**src/rtl/parking_capacity_tracker_pkg.sv**
```systemverilog
// Shared types and constants for the parking capacity tracker.
// Count width helper, entry FSM states and default parameters.
package parking_pkg;

  localparam int DEF_SPOTS    = 8;
  localparam int DEF_DEBOUNCE = 4;
  localparam int DEF_TIMEOUT  = 1024;

  typedef enum logic {
    IDLE,
    HOLD
  } entry_state_t;

  function automatic int count_width(input int n);
    return $clog2(n + 1);
  endfunction

endpackage

```
**src/rtl/parking_capacity_tracker_if.sv**
```systemverilog
// Entry gate request/grant handshake bundle.
// The gate drives the request, the tracker answers with one pulse.
interface parking_capacity_tracker_if;

  logic entry_req;
  logic entry_grant;
  logic entry_deny;

  modport master (
    output entry_req,
    input  entry_grant,
    input  entry_deny
  );

  modport slave (
    input  entry_req,
    output entry_grant,
    output entry_deny
  );

endinterface

```
**src/rtl/parking_capacity_tracker_spot_debouncer.sv**
```systemverilog
// One spot's debouncer: stable bit plus disagreement counter.
// rise flags the edge on which the stable bit goes 0 -> 1.
module spot_debouncer #(
  parameter int DEBOUNCE = 4
) (
  input  logic clk,
  input  logic rst_n,
  input  logic raw,
  output logic state,
  output logic rise
);

  localparam int DW = (DEBOUNCE > 1) ? $clog2(DEBOUNCE) : 1;
  localparam logic [DW-1:0] LAST = DW'(DEBOUNCE - 1);

  logic [DW-1:0] cnt;
  logic          flip;

  assign flip = (raw != state) && (cnt == LAST);
  assign rise = flip && raw;

  // count disagreeing cycles, flip once the run is long enough
  always_ff @(posedge clk or negedge rst_n) begin
    if (!rst_n) begin
      state <= 1'b0;
      cnt   <= '0;
    end else if (raw == state) begin
      cnt <= '0;
    end else if (flip) begin
      state <= ~state;
      cnt   <= '0;
    end else begin
      cnt <= cnt + 1'b1;
    end
  end

endmodule

```
**src/rtl/parking_capacity_tracker.sv**
```systemverilog
// Debounced spot occupancy with registered counts and
// an entry gate handshake that reserves spots for admitted cars.
module parking_capacity_tracker
  import parking_pkg::*;
#(
  parameter  int SPOTS    = DEF_SPOTS,
  parameter  int DEBOUNCE = DEF_DEBOUNCE,
  parameter  int TIMEOUT  = DEF_TIMEOUT,
  localparam int CW       = count_width(SPOTS)
) (
  input  logic                  clk,
  input  logic                  rst_n,
  input  logic [SPOTS-1:0]      spot_raw,
  parking_capacity_tracker_if.slave entry,
  output logic [SPOTS-1:0]      spot_state,
  output logic [CW-1:0]         parked,
  output logic [CW-1:0]         empty,
  output logic [CW-1:0]         pending,
  output logic                  full,
  output logic                  changed
);

  localparam int TW = $clog2(TIMEOUT);
  localparam logic [TW-1:0] TLAST = TW'(TIMEOUT - 1);

  function automatic logic [CW-1:0] popcount(
    input logic [SPOTS-1:0] v
  );
    logic [CW-1:0] n;
    n = '0;
    for (int i = 0; i < SPOTS; i++) n += CW'(v[i]);
    return n;
  endfunction

  logic [SPOTS-1:0] rise;
  logic [CW-1:0]    occ;
  logic [CW-1:0]    arr;
  logic [CW:0]      load;

  entry_state_t     state;
  entry_state_t     state_next;
  logic             grant_next;
  logic             deny_next;
  logic             arm;

  logic [TW-1:0]    timer;
  logic [TW-1:0]    timer_next;
  logic [CW-1:0]    pend_next;
  logic             expire;
  int               sum;

  for (genvar i = 0; i < SPOTS; i++) begin : g_spot
    spot_debouncer #(
      .DEBOUNCE (DEBOUNCE)
    ) u_deb (
      .clk   (clk),
      .rst_n (rst_n),
      .raw   (spot_raw[i]),
      .state (spot_state[i]),
      .rise  (rise[i])
    );
  end

  assign occ  = popcount(spot_state);
  assign arr  = popcount(rise);
  assign load = {1'b0, parked} + {1'b0, pending};
  assign full = load >= (CW+1)'(SPOTS);

  // registered counts trail spot_state by one edge
  always_ff @(posedge clk or negedge rst_n) begin
    if (!rst_n) begin
      parked  <= '0;
      empty   <= CW'(SPOTS);
      changed <= 1'b0;
    end else begin
      parked  <= occ;
      empty   <= CW'(SPOTS) - occ;
      changed <= occ != parked;
    end
  end

  // one response per request; arm blocks a request held across reset
  always_comb begin
    state_next = state;
    grant_next = 1'b0;
    deny_next  = 1'b0;
    unique case (state)
      IDLE: begin
        if (entry.entry_req && arm) begin
          state_next = HOLD;
          if (full) deny_next  = 1'b1;
          else      grant_next = 1'b1;
        end
      end
      HOLD: begin
        if (!entry.entry_req) state_next = IDLE;
      end
    endcase
  end

  // FSM state, response pulses and the re-arm flag
  always_ff @(posedge clk or negedge rst_n) begin
    if (!rst_n) begin
      state             <= IDLE;
      entry.entry_grant <= 1'b0;
      entry.entry_deny  <= 1'b0;
      arm               <= 1'b0;
    end else begin
      state             <= state_next;
      entry.entry_grant <= grant_next;
      entry.entry_deny  <= deny_next;
      arm               <= arm | ~entry.entry_req;
    end
  end

  // reservations: grants add, arrivals consume, timeout drops all
  always_comb begin
    expire     = (pending != '0) && (timer == TLAST);
    sum        = int'(pending) + int'(grant_next) - int'(arr);
    pend_next  = pending;
    timer_next = '0;
    if (grant_next && expire) pend_next = CW'(1);
    else if (expire)          pend_next = '0;
    else if (sum < 0)         pend_next = '0;
    else if (sum > SPOTS)     pend_next = CW'(SPOTS);
    else                      pend_next = CW'(sum);
    if (grant_next)           timer_next = '0;
    else if (pending != '0)   timer_next = expire ? '0 : timer + 1'b1;
  end

  // reservation count and idle timer
  always_ff @(posedge clk or negedge rst_n) begin
    if (!rst_n) begin
      pending <= '0;
      timer   <= '0;
    end else begin
      pending <= pend_next;
      timer   <= timer_next;
    end
  end

endmodule
```
**src/flat_wrapper.sv**
```systemverilog
// flat-port wrapper written by rule: the top's interface ports become plain ports
module parking_capacity_tracker_flat import parking_pkg::*;
#(
  parameter  int SPOTS    = DEF_SPOTS,
  parameter  int DEBOUNCE = DEF_DEBOUNCE,
  parameter  int TIMEOUT  = DEF_TIMEOUT,
  localparam int CW       = count_width(SPOTS)
)
  (clk, rst_n, spot_raw, spot_state, parked, empty, pending, full, changed, entry_entry_req, entry_entry_grant, entry_entry_deny);
  parking_capacity_tracker_if entry_i ();
  input  logic clk;
  input  logic rst_n;
  input  logic [SPOTS-1:0] spot_raw;
  output logic [SPOTS-1:0] spot_state;
  output logic [CW-1:0] parked;
  output logic [CW-1:0] empty;
  output logic [CW-1:0] pending;
  output logic full;
  output logic changed;
  input wire logic [$bits(entry_i.entry_req)-1:0] entry_entry_req;
  output wire logic [$bits(entry_i.entry_grant)-1:0] entry_entry_grant;
  output wire logic [$bits(entry_i.entry_deny)-1:0] entry_entry_deny;
  assign entry_i.entry_req = entry_entry_req;
  assign entry_entry_grant = entry_i.entry_grant;
  assign entry_entry_deny = entry_i.entry_deny;
  parking_capacity_tracker #(.SPOTS(SPOTS), .DEBOUNCE(DEBOUNCE), .TIMEOUT(TIMEOUT)) u_core (.clk(clk), .rst_n(rst_n), .spot_raw(spot_raw), .entry(entry_i), .spot_state(spot_state), .parked(parked), .empty(empty), .pending(pending), .full(full), .changed(changed));
endmodule
```
**config.mk**
```make
export PLATFORM = sky130hd
export DESIGN_NAME = parking_capacity_tracker_flat
export DESIGN_NICKNAME = d
export VERILOG_FILES = /design/src/rtl/parking_capacity_tracker_pkg.sv /design/src/rtl/parking_capacity_tracker_if.sv /design/src/rtl/parking_capacity_tracker_spot_debouncer.sv /design/src/rtl/parking_capacity_tracker.sv /design/src/flat_wrapper.sv
export SDC_FILE = /design/constraint.sdc
export NUM_CORES = 1
export LEC_CHECK = 0
export ABC_AREA = 0
export BUFFER_PORTS_ARGS = -buffer_cell sky130_fd_sc_hd__buf_2
export CELL_PAD_IN_SITES_DETAIL_PLACEMENT = 1
export CELL_PAD_IN_SITES_GLOBAL_PLACEMENT = 1
export CORE_MARGIN = 4
export CORE_UTILIZATION = 41
export CTS_CLUSTER_SIZE = 24
export DETAILED_ROUTE_END_ITERATION = 10
export PLACE_DENSITY = 0.77
export SYNTH_ARGS = -nofsm -noshare
export SYNTH_HDL_FRONTEND = slang
export SYNTH_HIERARCHICAL = 1
export SYNTH_SLANG_ARGS = --single-unit
```
**constraint.sdc**
```tcl
create_clock -name clk -period 4.1 [get_ports clk]
set_input_delay 0.82 -clock clk [delete_from_list [all_inputs] [get_ports clk]]
set_output_delay 0.82 -clock clk [all_outputs]
set_load 0.02 [all_outputs]
```
# == Word-level counts from Yosys, hierarchy flattened ==
# Cells that the tools add are included.
# totals
out_inout_bits,24
in_bits,11
reg_bits,51
# classes
mux,32
bitwise_logic,19
addsub,27
order_cmp,3
n_eq_ne,26
reduce_logical,28
# op_table
cell,n
$add A4 B1 Y4,12
$gt A32 B5 Y1 const B,1
$lt A32 B1 Y1 const B,1
$mux W2,16
$sub A32 B5 Y32,1
$mux W10,3
$logic_and A1 B1 Y1,19
$not A1 Y1,18
$add A2 B1 Y2 const B,8
$eq A2 B2 Y1 const B,8
$mux W4,4
$reduce_and A2 Y1,8
$add A10 B1 Y10 const B,1
$eq A10 B10 Y1 const B,1
$eq A1 B1 Y1,8
$mux W1,8
$ne A1 B1 Y1,8
$add A4 B1 Y5,1
$add A4 B4 Y5,1
$ge A5 B4 Y1 const B,1
$add A1 B1 Y2,2
$ne A4 B4 Y1,1
$reduce_bool A4 Y1,1
$sub A4 B4 Y4 const A,1
other kinds (2),2

# == Logic depth before layout (Yosys ltp) ==
# Gate-level depths: netlist of the first run.
# logic_depth
word_depth,16
mapped_depth,16
mapped_depth_nobuf,16

# == By module ==
# Netlist of the first run, hierarchy kept.
# modules_own_cells
module,area_each_um2,cells_per_inst,instances
parking_capacity_tracker,1770.4,167,1
spot_debouncer,128.9,11,8

# == Worst setup path before layout of the first run ==
# Ideal clock, no wire load.
# synth_timing
path_type,input-to-reg
start,input port spot_raw[4]
end,register u_core.pending[3]
arrival_time_ps,3989
setup_slack_ps,-9
cell_stages,15
t_required_ps,3980
n_path_buf,0
setup_time_ps,120
cell_sequence,nand2_1 > nor2_1 > inv_1 > fa_1 > inv_1 > fa_1 > fa_1 > fa_1 > inv_1 > ha_1 > ha_1 > or2_2 > o21ai_0 > a21oi_1 > and3_1
# synth_between
elab_chain_len,13
elab_cells_between_ends,14
classes_between,5 x add/sub; 2 x order compare; 1 x eq/ne; 4 x mux; 2 x reduce/logical
# synth_rtl
item,line_no,rtl
from (decl),flat_wrapper.sv:13,input logic [SPOTS-1:0] spot_raw;
$ne A1 B1 Y1,parking_capacity_tracker_spot_debouncer.sv:19,assign flip = (raw != state) && (cnt == LAST);
$logic_and A1 B1 Y1,parking_capacity_tracker_spot_debouncer.sv:19,
$logic_and A1 B1 Y1 (*),parking_capacity_tracker_spot_debouncer.sv:20,assign rise = flip && raw;
named net u_core.rise[4],parking_capacity_tracker.sv:35,logic [SPOTS-1:0] rise;
$add A4 B1 Y4 (*) (4 in a row),parking_capacity_tracker.sv:31,for (int i = 0; i < SPOTS; i++) n += CW'(v[i]);
$sub A32 B5 Y32 (*),parking_capacity_tracker.sv:119,sum = int'(pending) + int'(grant_next) - int'(arr);
$gt A32 B5 Y1,parking_capacity_tracker.sv:125,else if (sum > SPOTS) pend_next = CW'(SPOTS);
$mux W4,parking_capacity_tracker.sv:125,
$mux W4 (*),parking_capacity_tracker.sv:124,else if (sum < 0) pend_next = '0;
$mux W4 (*),parking_capacity_tracker.sv:123,else if (expire) pend_next = '0;
$mux W4 (*),parking_capacity_tracker.sv:122,if (grant_next && expire) pend_next = CW'(1);
named net u_core.pend_next[3],parking_capacity_tracker.sv:48,logic [CW-1:0] pend_next;
to (signal assigned),parking_capacity_tracker.sv:137,pending <= pend_next;
to (decl),parking_capacity_tracker.sv:18,"output logic [CW-1:0] pending,"
# The timed path passes the listed nets; every way through them passes the cells marked *.
# A chain may end at the register's enable or synchronous reset.

# == Worst setup path in the final report of the first run ==
# layout_timing
start,input port spot_raw[0]
end,register u_core.pending[3]
# layout_between
elab_chain_len,16
elab_cells_between_ends,17
classes_between,8 x add/sub; 2 x order compare; 1 x eq/ne; 4 x mux; 2 x reduce/logical
# layout_rtl
item,line_no
$ne A1 B1 Y1,parking_capacity_tracker_spot_debouncer.sv:19
$logic_and A1 B1 Y1,parking_capacity_tracker_spot_debouncer.sv:19
$logic_and A1 B1 Y1 (*),parking_capacity_tracker_spot_debouncer.sv:20
named net u_core.rise[0],parking_capacity_tracker.sv:35
$add A1 B1 Y2 (*),parking_capacity_tracker.sv:31
$add A4 B1 Y4 (*) (6 in a row),parking_capacity_tracker.sv:31
$sub A32 B5 Y32 (*),parking_capacity_tracker.sv:119
$gt A32 B5 Y1,parking_capacity_tracker.sv:125
$mux W4,parking_capacity_tracker.sv:125
$mux W4 (*),parking_capacity_tracker.sv:124
$mux W4 (*),parking_capacity_tracker.sv:123
$mux W4 (*),parking_capacity_tracker.sv:122
named net u_core.pend_next[3],parking_capacity_tracker.sv:48
# Marked as above.

==> implementation parameters, run 1 <==
Parameter                              Value

Run status
  Run status    finished clean

CTS
  Total clock sinks    50
  Clock tree root driver cell    sky130_fd_sc_hd__clkbuf_8
  Clk buf depth    2
  Source-to-sink clock delay at the later pin of the worst-skew pair    0.30 ns
  Number of buffers created by CTS    5
  CTS tree    yes
  Clock slew at reported path FFs    0.09 ns
  H-tree depth    2

Route
  Total via count after detailed routing    1953
  DR iter-0 viols    43
  Total Routed Length    5990 microns
  Antenna Violating Nets Remaining    0
  Via density per instance    5.10
  DRC Markers    0
  Iteration count of the initial detailed-routing pass    4
  Avg WL per Cell    15.6 microns

Die
  Die Y-Extent    90.7 microns
  Area of the die    0.00822 sq mm
  Number of top-level pins    35
  Initial core utilization    0.431
  Row count    29
  CORE AREA    0.00649 sq mm
  Die X-Extent    90.7 microns

Global routing
  Global-route wire length before repair    10000 microns
  Antenna violations before repair    0
  Overall global routing resource usage    0.150
  Global route total overflow    0
  Maximum number of pins on one net before global-route repair    51
  Number of global-route vias before repair    2121

Synthesis
  Compound-cell area share of the yosys netlist    0.0420
  Cell variety after synth    41
  Count of warnings emitted by yosys    6
  Number of enable-type register cells in the synthesized netlist    0
  Mean post-synth cell area    11.0 sq um
  Cell Area, Synth    0.00280 sq mm
  Dominant cell by count in the synthesized netlist    sky130_fd_sc_hd__dfrtp_1
  Flip-flop and latch count after synthesis    50
  Fraction of the yosys area taken by sequential cells    0.447
  Adder-cell share of the synthesized area    0.195
  Yosys top cell area share    0.438
  Combinational family with the most area after synthesis    adder cells
  Synth async-reset ratio    1.00
  Synth top cells by count    49 x sky130_fd_sc_hd__dfrtp_1, 42 x sky130_fd_sc_hd__inv_1, 26 x sky130_fd_sc_hd__ha_1
  Multiplexer share of the synthesized area    0.00357
  Synth Area in XOR/XNOR    0.0719
  Net count after synthesis    303
  Simple-gate share of the synthesized area    0.178
  Leading post-synthesis cells by cell area    sky130_fd_sc_hd__dfrtp_1 44%, sky130_fd_sc_hd__ha_1 12%, sky130_fd_sc_hd__fa_1 7.9%
  Most used flip-flop cell after synthesis    sky130_fd_sc_hd__dfrtp_1
  Most area-hungry cell type in the Yosys netlist    sky130_fd_sc_hd__dfrtp_1
  Synthesized instance count    255

Timing
  Max frequency    0.245 GHz
  Share of the clock period used by the worst path after layout    0.995
  Setup Viol. Count Final    0
  Relative slew slack    0.514
  Shortest clock period the worst path allows after layout    4.08 ns
  Measured slew at the worst slew-check pin    0.722 ns
  Final-report max-slew violation count    0
  Setup clock skew after layout    0.00614 ns
  Post-Route Setup TNS    0 ns
  Hold violation total from the final report    0
  Worst path setup slack after routing    0.0203 ns

Worst hold path
  Hold/Removal Path Class    reg2reg

Worst setup path
  Critical path class    in2reg
  Endpoint kind of the worst setup timing path    flop
  Critical path, cell by cell    buf_2 -> nand2_1 -> nor2_1 -> inv_1 -> fa_1 -> inv_1 -> fa_1 -> fa_2 -> fa_2 -> inv_1 -> ha_4 -> ha_1 -> a21oi_1 -> o22ai_2 -> a21oi_2 -> and3_1
  Largest stage delay, worst path    0.54 ns
  Data arrival time of the critical path    4.32 ns
  Worst Setup Start Kind    input port
  Kind of cell adding the most delay to the critical path    adder cells
  Sum of buffers and inverters on the critical path    4
  Required @ worst endpoint    4.34 ns
  Most common cell on crit path    sky130_fd_sc_hd__inv_1
  Highest fanout seen on the critical path    4
  Crit path max-delay cell type    sky130_fd_sc_hd__fa_2

Placement
  Placer congestion estimate    0.791
  Detailed placer's ending HPWL    4470 microns
  Input/output buffers    34
  Setup slack at placement    -0.269 ns
  Count of placed standard cells including taps    371

Pwr
  Pwr per Cell Area    915 mW/mm^2
  Pwr Total    0.00301 W
  Static power due to leakage    1.64 nW
  VDD IR max    0.479 mV

Layout
  Area Growth Syn to Fin    17.5%
  Number of fill cells in the layout    733
  Diode count    0
  Fin cells    383
  Finished Core Util    0.507
  Fraction of layout instances using a drive strength above 1    0.271
  NumNets Final    353

Flow run
  Count of maximum capacitance violations    0
==> per-stage QoR <==
step                      area (sq um)  hold WS (ns)
after global placement            3110         0.435
after CTS                         3200         0.463
after global routing              3290         0.472
after detailed placement          3110         0.442
final                             3290         0.459
after floorplan                   2810         0.427
==> power by group <==
group	switching [W]	internal, W	total [W]
Sequential	0.000165	0.000707	0.000873
Combinational	0.00101	0.000835	0.00184
Clock	0.000161	0.000137	0.000298
Total	0.00133	0.00168	0.00301
==> cells in the final DEF, fill, tap and decap left out, types with 2 or more instances in the layout <==
cell type / count
sky130_fd_sc_hd__nor3_2: 8
sky130_fd_sc_hd__nand3_1: 3
sky130_fd_sc_hd__nor3_1: 10
sky130_fd_sc_hd__nand3b_1: 2
sky130_fd_sc_hd__fa_2: 2
sky130_fd_sc_hd__nand4_1: 4
sky130_fd_sc_hd__dfrtp_1: 49
sky130_fd_sc_hd__clkbuf_8: 6
sky130_fd_sc_hd__ha_2: 5
sky130_fd_sc_hd__and3_1: 2
sky130_fd_sc_hd__o21ai_2: 2
sky130_fd_sc_hd__nand2_1: 17
sky130_fd_sc_hd__inv_1: 42
sky130_fd_sc_hd__xor2_1: 5
sky130_fd_sc_hd__ha_4: 2
sky130_fd_sc_hd__nor3b_2: 2
sky130_fd_sc_hd__o21ai_0: 8
sky130_fd_sc_hd__a21oi_1: 2
sky130_fd_sc_hd__fa_1: 9
sky130_fd_sc_hd__ha_1: 19
sky130_fd_sc_hd__xnor2_1: 18
sky130_fd_sc_hd__a21o_1: 2
sky130_fd_sc_hd__buf_4: 11
sky130_fd_sc_hd__buf_2: 34
sky130_fd_sc_hd__nor2_1: 11
sky130_fd_sc_hd__nor2b_1: 8
==> worst paths after layout <==
path	start	slack, ns	cells past startpoint	endpoint
setup / recovery	spot_raw[0]	0.02	16	u_core/pending[3]
hold / removal	u_core/g_spot[2].u_deb/cnt[0]	0.46	1	u_core/g_spot[2].u_deb/cnt[0]
setup reg to reg	u_core/g_spot[7].u_deb/cnt[0]	0.06	16	u_core/pending[3]
hold reg to reg	u_core/g_spot[2].u_deb/cnt[0]	0.46	1	u_core/g_spot[2].u_deb/cnt[0]
max in group asynchronous	rst_n	3.06	2	u_core/g_spot[5].u_deb/state
min in group asynchronous	rst_n	0.62	2	u_core/entry.entry_deny
==> metal layers <==
metal  GRT usage  wire length (microns)
met1       0.184                   2530
met2       0.261                   3120
met3      0.0325                    228
met4      0.0472                    108
met5           0                      0
==> sequential cells by signal, indices dropped and copies added, names as in the netlist, 3 cells and up <==
name and flops:
u_core/g_spot.u_deb/cnt 16, u_core/g_spot.u_deb/state 8, u_core/parked 3, u_core/timer 10, u_core/pending 4, u_core/empty 4
==> cell type report <==
| type | count | area [sq um] | share of cell area |
|---|---|---|---|
| multi-input cells | 161 | 1440 | 0.438 |
| flip-flops and latches | 50 | 1250 | 0.380 |
| repair buffers | 45 | 253 | 0.0768 |
| inverters | 42 | 158 | 0.0479 |
| well taps | 77 | 96.3 | 0.0293 |
| clock buffers | 7 | 86.3 | 0.0262 |
| clock inverters | 1 | 5.00 | 0.00152 |
==> kinds of logic (layout without fill, tap and decap cells) <==
kind of cell / count (synthesis) / count (layout)
flip-flops: 50 / 50
buffers and inverters: 44 / 95
AO/OA/AOI/OAI: 19 / 19
adder cells (fa/ha/maj): 37 / 37
multiplexers: 1 / 1
XOR/XNOR: 23 / 23
AND/OR/NAND/NOR: 81 / 81
==> timing repair <==
| item | 4_1_cts | 5_1_grt |
|---|---|---|
| hold buffers | 0 | 0 |
| buffers inserted | 0 | 4 |
| resized for setup | 0 | 15 |
| setup endpoints to repair | 0 | 4 |
Power figures use the tool's default switching activity.
==> run 2, diff against run 1 <==
--- a/config.mk
+++ b/config.mk
@@ -14,6 +14,8 @@
 export CTS_CLUSTER_SIZE = 24
 export DETAILED_ROUTE_END_ITERATION = 10
 export PLACE_DENSITY = 0.77
+export RECOVER_POWER = 25
+export SLEW_MARGIN = 20
 export SYNTH_ARGS = -nofsm -noshare
 export SYNTH_HDL_FRONTEND = slang
 export SYNTH_HIERARCHICAL = 1
==> run 2 against run 1 <==
  * Critical endpoint unchanged
  * Clock-buffer cell count is the same
  * Clock power is essentially flat
  * The flow now finishes with violations (capacitance limit, slew limit)
  * Sequential share of layout area grew 0.19 points
  * Critical path type unchanged
  * Power shrank 0.22%
==> implementation parameters, run 2 (same netlist as run 1, synthesis figures left out) <==
Parameter                              Value

Run status
  Run status    finished with violations (was finished clean)
  Failing checks    capacitance limit, slew limit

Worst setup path
  Kind of cell adding the most delay to the critical path    adder cells (unchanged)
  Crit path launch    spot_raw[0] (unchanged)
  Number of cell instances on the worst register-to-register path    16 (unchanged)
  Worst R2R End    u_core/pending[3] (unchanged)
  Required @ worst endpoint    4.34 ns (about the same)
  Critical path, cell by cell    buf_2 -> nand2_1 -> nor2_1 -> inv_1 -> fa_1 -> inv_1 -> fa_1 -> fa_2 -> fa_2 -> inv_1 -> ha_4 -> ha_1 -> a21oi_1 -> o22ai_2 -> a21oi_2 -> and3_1 (unchanged)
  Last element of the critical path    u_core/pending[3] (unchanged)
  Crit path max-delay cell type    sky130_fd_sc_hd__fa_2 (unchanged)
  Worst-case register-to-register setup slack    0.06 ns (about the same)
  Worst reg2reg startpoint    u_core/g_spot[7].u_deb/cnt[0] (unchanged)
  Highest fanout seen on the critical path    4 (unchanged)
  Data arrival time of the critical path    4.30 ns (was 4.32 ns)
  Largest stage delay, worst path    0.54 ns (about the same)
  Most common cell on crit path    sky130_fd_sc_hd__inv_1 (unchanged)
  Worst Setup Start Kind    input port (unchanged)
  Endpoint kind of the worst setup timing path    flop (unchanged)
  Critical path class    in2reg (unchanged)
  Sum of buffers and inverters on the critical path    4 (unchanged)
  Depth of the critical timing path with buffers and inverters included    16 (unchanged)

Timing
  Final-report max-slew violation count    51 (was 0)
  Relative slew slack    -0.744 (was 0.514)
  Share of the clock period used by the worst path after layout    0.991 (was 0.995)
  Shortest clock period the worst path allows after layout    4.06 ns (was 4.08 ns)
  Measured slew at the worst slew-check pin    2.62 ns (was 0.722 ns)
  Hold violation total from the final report    0 (unchanged)
  Max frequency    0.246 GHz (was 0.245 GHz)
  Setup clock skew after layout    0.00574 ns (was 0.00614 ns)
  Setup Viol. Count Final    0 (unchanged)

Route
  Total Routed Length    5970 microns (was 5990 microns)
  Avg WL per Cell    15.6 microns (about the same)
  Iteration count of the initial detailed-routing pass    4 (unchanged)
  Via density per instance    5.05 (was 5.10)
  Total via count after detailed routing    1935 (was 1953)
  DR iter-0 viols    31 (was 43)
  Antenna Violating Nets Remaining    0 (unchanged)
  DRC Markers    0 (unchanged)

Global routing
  Overall global routing resource usage    0.150 (unchanged)
  Global route total overflow    0 (unchanged)
  Number of global-route vias before repair    2121 (unchanged)
  Antenna violations before repair    0 (unchanged)
  Maximum number of pins on one net before global-route repair    51 (unchanged)
  Global-route wire length before repair    10000 microns (unchanged)

Layout
  Number of flip-flops under the largest register name    16 (unchanged)
  NumNets Final    353 (unchanged)
  Commonest cells after routing, fill and taps aside    49 x sky130_fd_sc_hd__dfrtp_1, 42 x sky130_fd_sc_hd__inv_1, 30 x sky130_fd_sc_hd__buf_2 (was 49 x sky130_fd_sc_hd__dfrtp_1, 42 x sky130_fd_sc_hd__inv_1, 34 x sky130_fd_sc_hd__buf_2)
  Diode count    0 (unchanged)
  Registers with the most flip-flops    u_core/g_spot.u_deb/cnt x16, u_core/timer x10, u_core/g_spot.u_deb/state x8 (unchanged)
  Fraction of layout instances using a drive strength above 1    0.245 (was 0.271)
  Design Area, Final    0.00328 sq mm (was 0.00329 sq mm)
  Register containing the most flip-flops in the final layout    u_core/g_spot.u_deb/cnt (unchanged)
  Area Growth Syn to Fin    16.9% (was 17.5%)
  Most frequent standard cell in the layout excluding fill and tap cells    sky130_fd_sc_hd__dfrtp_1 (unchanged)

Worst hold path
  Hold/Removal Path Class    reg2reg (unchanged)

CTS
  Total clock sinks    50 (unchanged)
  Number of buffers created by CTS    5 (unchanged)
  Clock tree root driver cell    sky130_fd_sc_hd__clkbuf_8 (unchanged)
  H-tree depth    2 (unchanged)
  Clk buf depth    2 (unchanged)
  Clock slew at reported path FFs    0.09 ns (about the same)
  CTS Hold Buffers Added    0 (unchanged)
  Source-to-sink clock delay at the later pin of the worst-skew pair    0.30 ns (about the same)
  CTS tree    yes (unchanged)

Pwr
  Pwr per Cell Area    917 mW/mm^2 (was 915 mW/mm^2)
  VDD IR max    0.479 mV (about the same)
  Clock group share of total power    0.099 (about the same)
  Internal cell power    0.00167 W (was 0.00168 W)
  Proportion of power drawn by flip-flops and latches    0.291 (was 0.290)
  Static power due to leakage    1.63 nW (was 1.64 nW)
  Gate power share    0.610 (was 0.611)
  Switching power    0.00133 W (about the same)
  Pwr Total    0.00300 W (was 0.00301 W)
  Net Sw Frac    0.442 (about the same)

Die
  Row count    29 (unchanged)
  Number of top-level pins    35 (unchanged)
  Die X-Extent    90.7 microns (unchanged)
  Die Y-Extent    90.7 microns (unchanged)
  Initial core utilization    0.431 (unchanged)
  Area of the die    0.00822 sq mm (unchanged)
  CORE AREA    0.00649 sq mm (unchanged)

Placement
  Placer congestion estimate    0.791 (unchanged)
  Input/output buffers    34 (unchanged)
  Placed cell area    0.00311 sq mm (unchanged)
  Detailed placer's ending HPWL    4470 microns (unchanged)

Flow run
  Count of maximum capacitance violations    1 (was 0)
[run 2: changes by cell type in the layout (fill, tap and decap cells not counted), sizes merged]
cell	delta
buf	-5
clkbuf	+5
[run 2: worst min-delay path by stage]
stage / start / cells past startpoint / end / slack, ns
floorplan: u_core/g_spot[0].u_deb/cnt[0] / 1 / u_core/g_spot[0].u_deb/cnt[0] / 0.43
global placement: u_core/g_spot[7].u_deb/cnt[0] / 1 / u_core/g_spot[7].u_deb/cnt[0] / 0.44
detailed placement: u_core/g_spot[0].u_deb/cnt[0] / 1 / u_core/g_spot[0].u_deb/cnt[0] / 0.44
CTS: u_core/g_spot[2].u_deb/cnt[0] / 1 / u_core/g_spot[2].u_deb/cnt[0] / 0.46
global route: u_core/g_spot[2].u_deb/cnt[0] / 1 / u_core/g_spot[2].u_deb/cnt[0] / 0.47
finish: u_core/g_spot[2].u_deb/cnt[0] / 1 / u_core/g_spot[2].u_deb/cnt[0] / 0.46
[run 2: stage by stage]
stage / instances / util / setup TNS (ns) / setup WS, ns / hold slack [ns]
finish: 383 / 0.504 / 0 / 0.0381 / 0.459
global route: 383 / 0.504 / -0.197 / -0.0950 / 0.472
CTS: 379 / 0.493 / 0 / 0.0113 / 0.463
detailed placement: 371 / 0.479 / -0.981 / -0.269 / 0.442
global placement: 371 / 0.479 / -0.538 / -0.165 / 0.435
floorplan: 255 / - / 0 / 0.0344 / 0.427
[run 2: per-layer routing]
layer  track usage  vias to the layer above  wire length (microns)  share of wire
met5             0                        -                      0              0
met4        0.0472                        0                     87          0.015
met3        0.0325                        7                    233          0.039
met2         0.261                       36                   3140           0.53
met1         0.184                      960                   2510           0.42
li1              -                      932                      -              -
[run 2: timing repair]
action,CTS,global route
buffers inserted,0,4
hold endpoints to repair,0,0
resized for setup,0,15
setup endpoints to repair,0,4
[run 2: power groups by stage]
stage	Sequential, W	Combinational [W]	Clock (W)
2_1_floorplan	0.000954	0.00126	0
3_3_place_gp	0.000871	0.00169	0
3_5_place_dp	0.000885	0.00178	0
4_1_cts	0.000878	0.00180	0.000308
5_1_grt	0.000904	0.00214	0.000326
6_report	0.000873	0.00183	0.000298
[run 2: layout make-up]
class / instances / area (sq um)
inverter: 42 / 158
timing repair buffer: 45 / 244
clock inverter: 1 / 5.00
sequential: 50 / 1250
tap: 77 / 96.3
fill: 734 / 3220
multi-input combinational: 161 / 1430
clock buffer: 7 / 86.3
==> run 3, diff against run 2 <==
--- a/config.mk
+++ b/config.mk
@@ -5,7 +5,6 @@
 export SDC_FILE = /design/constraint.sdc
 export NUM_CORES = 1
 export LEC_CHECK = 0
-export ABC_AREA = 0
 export BUFFER_PORTS_ARGS = -buffer_cell sky130_fd_sc_hd__buf_2
 export CELL_PAD_IN_SITES_DETAIL_PLACEMENT = 1
 export CELL_PAD_IN_SITES_GLOBAL_PLACEMENT = 1
@@ -13,7 +12,7 @@
 export CORE_UTILIZATION = 41
 export CTS_CLUSTER_SIZE = 24
 export DETAILED_ROUTE_END_ITERATION = 10
-export PLACE_DENSITY = 0.77
+export PLACE_DENSITY_LB_ADDON = 0.1
 export RECOVER_POWER = 25
 export SLEW_MARGIN = 20
 export SYNTH_ARGS = -nofsm -noshare
==> run 3 against run 2 <==
  * The flow still finishes with violations (capacitance limit, slew limit)
  * Core utilization shrank 0.37 points
  * Power shrank 2.3%
  * Critical path depth is the same
  * Critical path type unchanged
  * Critical endpoint unchanged
==> implementation parameters, run 3 (same netlist as run 1, synthesis figures left out) <==
Parameter                              Value

Run status
  Run status    finished with violations (unchanged)
  Failing checks    capacitance limit, slew limit (unchanged)

Route
  Via density per instance    4.90 (was 5.05)
  Avg WL per Cell    13.8 microns (was 15.6 microns)
  Iteration count of the initial detailed-routing pass    4 (unchanged)
  Antenna Violating Nets Remaining    0 (unchanged)
  DRC Markers    0 (unchanged)
  DR iter-0 viols    22 (was 31)
  Total Routed Length    5260 microns (was 5970 microns)
  Total via count after detailed routing    1862 (was 1935)

Placement
  Count of placed standard cells including taps    371 (unchanged)
  Detailed placer's ending HPWL    4030 microns (was 4470 microns)
  Setup slack at placement    -0.271 ns (was -0.269 ns)
  Placer congestion estimate    0.815 (was 0.791)
  Placed cell area    0.00311 sq mm (unchanged)
  Input/output buffers    34 (unchanged)

Die
  CORE AREA    0.00649 sq mm (unchanged)
  Number of top-level pins    35 (unchanged)
  Die Y-Extent    90.7 microns (unchanged)
  Die X-Extent    90.7 microns (unchanged)
  Initial core utilization    0.431 (unchanged)
  Row count    29 (unchanged)
  Area of the die    0.00822 sq mm (unchanged)

Timing
  Worst path setup slack after routing    0.238 ns (was 0.0381 ns)
  Hold violation total from the final report    0 (unchanged)
  Shortest clock period the worst path allows after layout    3.86 ns (was 4.06 ns)
  Setup Viol. Count Final    0 (unchanged)
  Unrepaired setup endpoints after global routing    false
  Setup clock skew after layout    0.00598 ns (was 0.00574 ns)
  Max frequency    0.259 GHz (was 0.246 GHz)
  Measured slew at the worst slew-check pin    2.65 ns (was 2.62 ns)
  Share of the clock period used by the worst path after layout    0.942 (was 0.991)
  Relative slew slack    -0.767 (was -0.744)
  Final-report max-slew violation count    51 (unchanged)

Flow run
  Count of maximum capacitance violations    1 (unchanged)

CTS
  Clk buf depth    2 (unchanged)
  H-tree depth    2 (unchanged)
  Source-to-sink clock delay at the later pin of the worst-skew pair    0.30 ns (about the same)
  Total clock sinks    50 (unchanged)
  Number of buffers created by CTS    5 (unchanged)
  CTS tree    yes (unchanged)
  Clock slew at reported path FFs    0.09 ns (about the same)
  Clock tree root driver cell    sky130_fd_sc_hd__clkbuf_8 (unchanged)

Global routing
  Global Route met1 Usage    0.179 (was 0.184)
  GRT met2 Usage    0.228 (was 0.261)
  Global route total overflow    0 (unchanged)
  Maximum number of pins on one net before global-route repair    51 (unchanged)
  Antenna violations before repair    0 (unchanged)
  GRT Max-Usage Layer    met2 (unchanged)
  Global-route wire length before repair    9130 microns (was 10000 microns)
  Number of global-route vias before repair    1990 (was 2121)
  Global routing usage on met3    0.0192 (was 0.0325)
  Overall global routing resource usage    0.136 (was 0.150)

Layout
  Commonest cells after routing, fill and taps aside    49 x sky130_fd_sc_hd__dfrtp_1, 41 x sky130_fd_sc_hd__inv_1, 31 x sky130_fd_sc_hd__buf_2 (was 49 x sky130_fd_sc_hd__dfrtp_1, 42 x sky130_fd_sc_hd__inv_1, 30 x sky130_fd_sc_hd__buf_2)
  Register containing the most flip-flops in the final layout    u_core/g_spot.u_deb/cnt (unchanged)
  Fraction of layout instances using a drive strength above 1    0.238 (was 0.245)
  Most frequent standard cell in the layout excluding fill and tap cells    sky130_fd_sc_hd__dfrtp_1 (unchanged)
  Finished Core Util    0.501 (was 0.504)
  Registers with the most flip-flops    u_core/g_spot.u_deb/cnt x16, u_core/timer x10, u_core/g_spot.u_deb/state x8 (unchanged)
  Area Growth Syn to Fin    16.1% (was 16.9%)
  Number of flip-flops under the largest register name    16 (unchanged)
  Number of fill cells in the layout    734 (unchanged)
  Diode count    0 (unchanged)
  NumNets Final    351 (was 353)
  Fin cells    380 (was 383)
  Design Area, Final    0.00325 sq mm (was 0.00328 sq mm)

Worst setup path
  Data arrival time of the critical path    4.06 ns (was 4.30 ns)
  Number of cell instances on the worst register-to-register path    16 (unchanged)
  Critical path class    in2reg (unchanged)
  Worst R2R End    u_core/pending[3] (unchanged)
  Highest fanout seen on the critical path    4 (unchanged)
  Worst-case register-to-register setup slack    0.26 ns (was 0.06 ns)
  Endpoint kind of the worst setup timing path    flop (unchanged)
  Worst reg2reg startpoint    u_core/g_spot[4].u_deb/cnt[0] (was u_core/g_spot[7].u_deb/cnt[0])
  Worst Setup Start Kind    input port (unchanged)
  Required @ worst endpoint    4.30 ns (was 4.34 ns)

Pwr
  Static power due to leakage    1.61 nW (was 1.63 nW)
  Pwr per Cell Area    903 mW/mm^2 (was 917 mW/mm^2)
  VDD IR max    0.354 mV (was 0.479 mV)

Worst hold path
  Worst Hold Path EP    u_core/g_spot[5].u_deb/cnt[0] (was u_core/g_spot[2].u_deb/cnt[0])
  Hold Crit Start    u_core/g_spot[5].u_deb/cnt[0] (was u_core/g_spot[2].u_deb/cnt[0])
  Hold/Removal Path Class    reg2reg (unchanged)
  Worst hold path cell count    1 (unchanged)
==> run 3: how the worst max path moves through the flow <==
stage / from / end / slack (ns) / cells after the start
final: spot_raw[0] / u_core/pending[3] / 0.24 / 16
after global routing: u_core/g_spot[5].u_deb/cnt[0] / u_core/pending[3] / 0.06 / 16
after CTS: u_core/g_spot[4].u_deb/cnt[0] / u_core/pending[1] / 0.003 / 16
after detailed placement: spot_raw[4] / u_core/pending[1] / -0.27 / 16
after global placement: spot_raw[4] / u_core/pending[3] / -0.17 / 16
after floorplan: spot_raw[4] / u_core/pending[3] / 0.03 / 15
==> run 3: layer usage <==
| layer | share of wire | wire [microns] |
|---|---|---|
| met5 | 0 | 0 |
| met4 | 0.013 | 67 |
| met3 | 0.032 | 169 |
| met2 | 0.49 | 2560 |
| met1 | 0.47 | 2470 |
==> run 3: where the power goes <==
group	switching (W)	leakage (nW)	internal [W]
registers	0.000158	0.632	0.000707
logic	0.000978	0.941	0.000816
clock network	0.000158	0.0383	0.000118
total	0.00129	1.61	0.00164
==> run 3: stage by stage <==
stage	power [W]	TNS, ns	hold WS (ns)
after floorplan	0.00221	0	0.427
after global placement	0.00258	-0.567	0.438
after detailed placement	0.00265	-0.983	0.441
after CTS	0.00295	0	0.454
after global routing	0.00329	0	0.478
final	0.00293	0	0.451
==> run 3: layout make-up <==
type	instances	area, sq um	share of cell area
repair buffers	43	230	0.0708
clock buffers	7	76.3	0.0235
multi-input cells	161	1440	0.442
well taps	77	96.3	0.0296
flip-flops and latches	50	1250	0.385
inverters	42	158	0.0485
==> run 3: worst max-delay path, stage by stage <==
cell and delay, ns:
sky130_fd_sc_hd__buf_2 0.10, sky130_fd_sc_hd__nand2_1 0.06, sky130_fd_sc_hd__nor2_1 0.08, sky130_fd_sc_hd__inv_1 0.06
sky130_fd_sc_hd__fa_1 0.38, sky130_fd_sc_hd__inv_1 0.09, sky130_fd_sc_hd__fa_1 0.43, sky130_fd_sc_hd__fa_2 0.36
sky130_fd_sc_hd__fa_1 0.51, sky130_fd_sc_hd__inv_1 0.07, sky130_fd_sc_hd__ha_4 0.25, sky130_fd_sc_hd__ha_2 0.19
sky130_fd_sc_hd__or2_2 0.30, sky130_fd_sc_hd__o22ai_2 0.11, sky130_fd_sc_hd__a21oi_2 0.08, sky130_fd_sc_hd__and3_1 0.17
==> run 3: what timing repair did <==
action	CTS	global route
buffers inserted	0	2
cloned	0	0
hold buffers	0	0
pin swaps	0	2
endpoints found under the setup margin	1	4
gates resized for setup	1	12
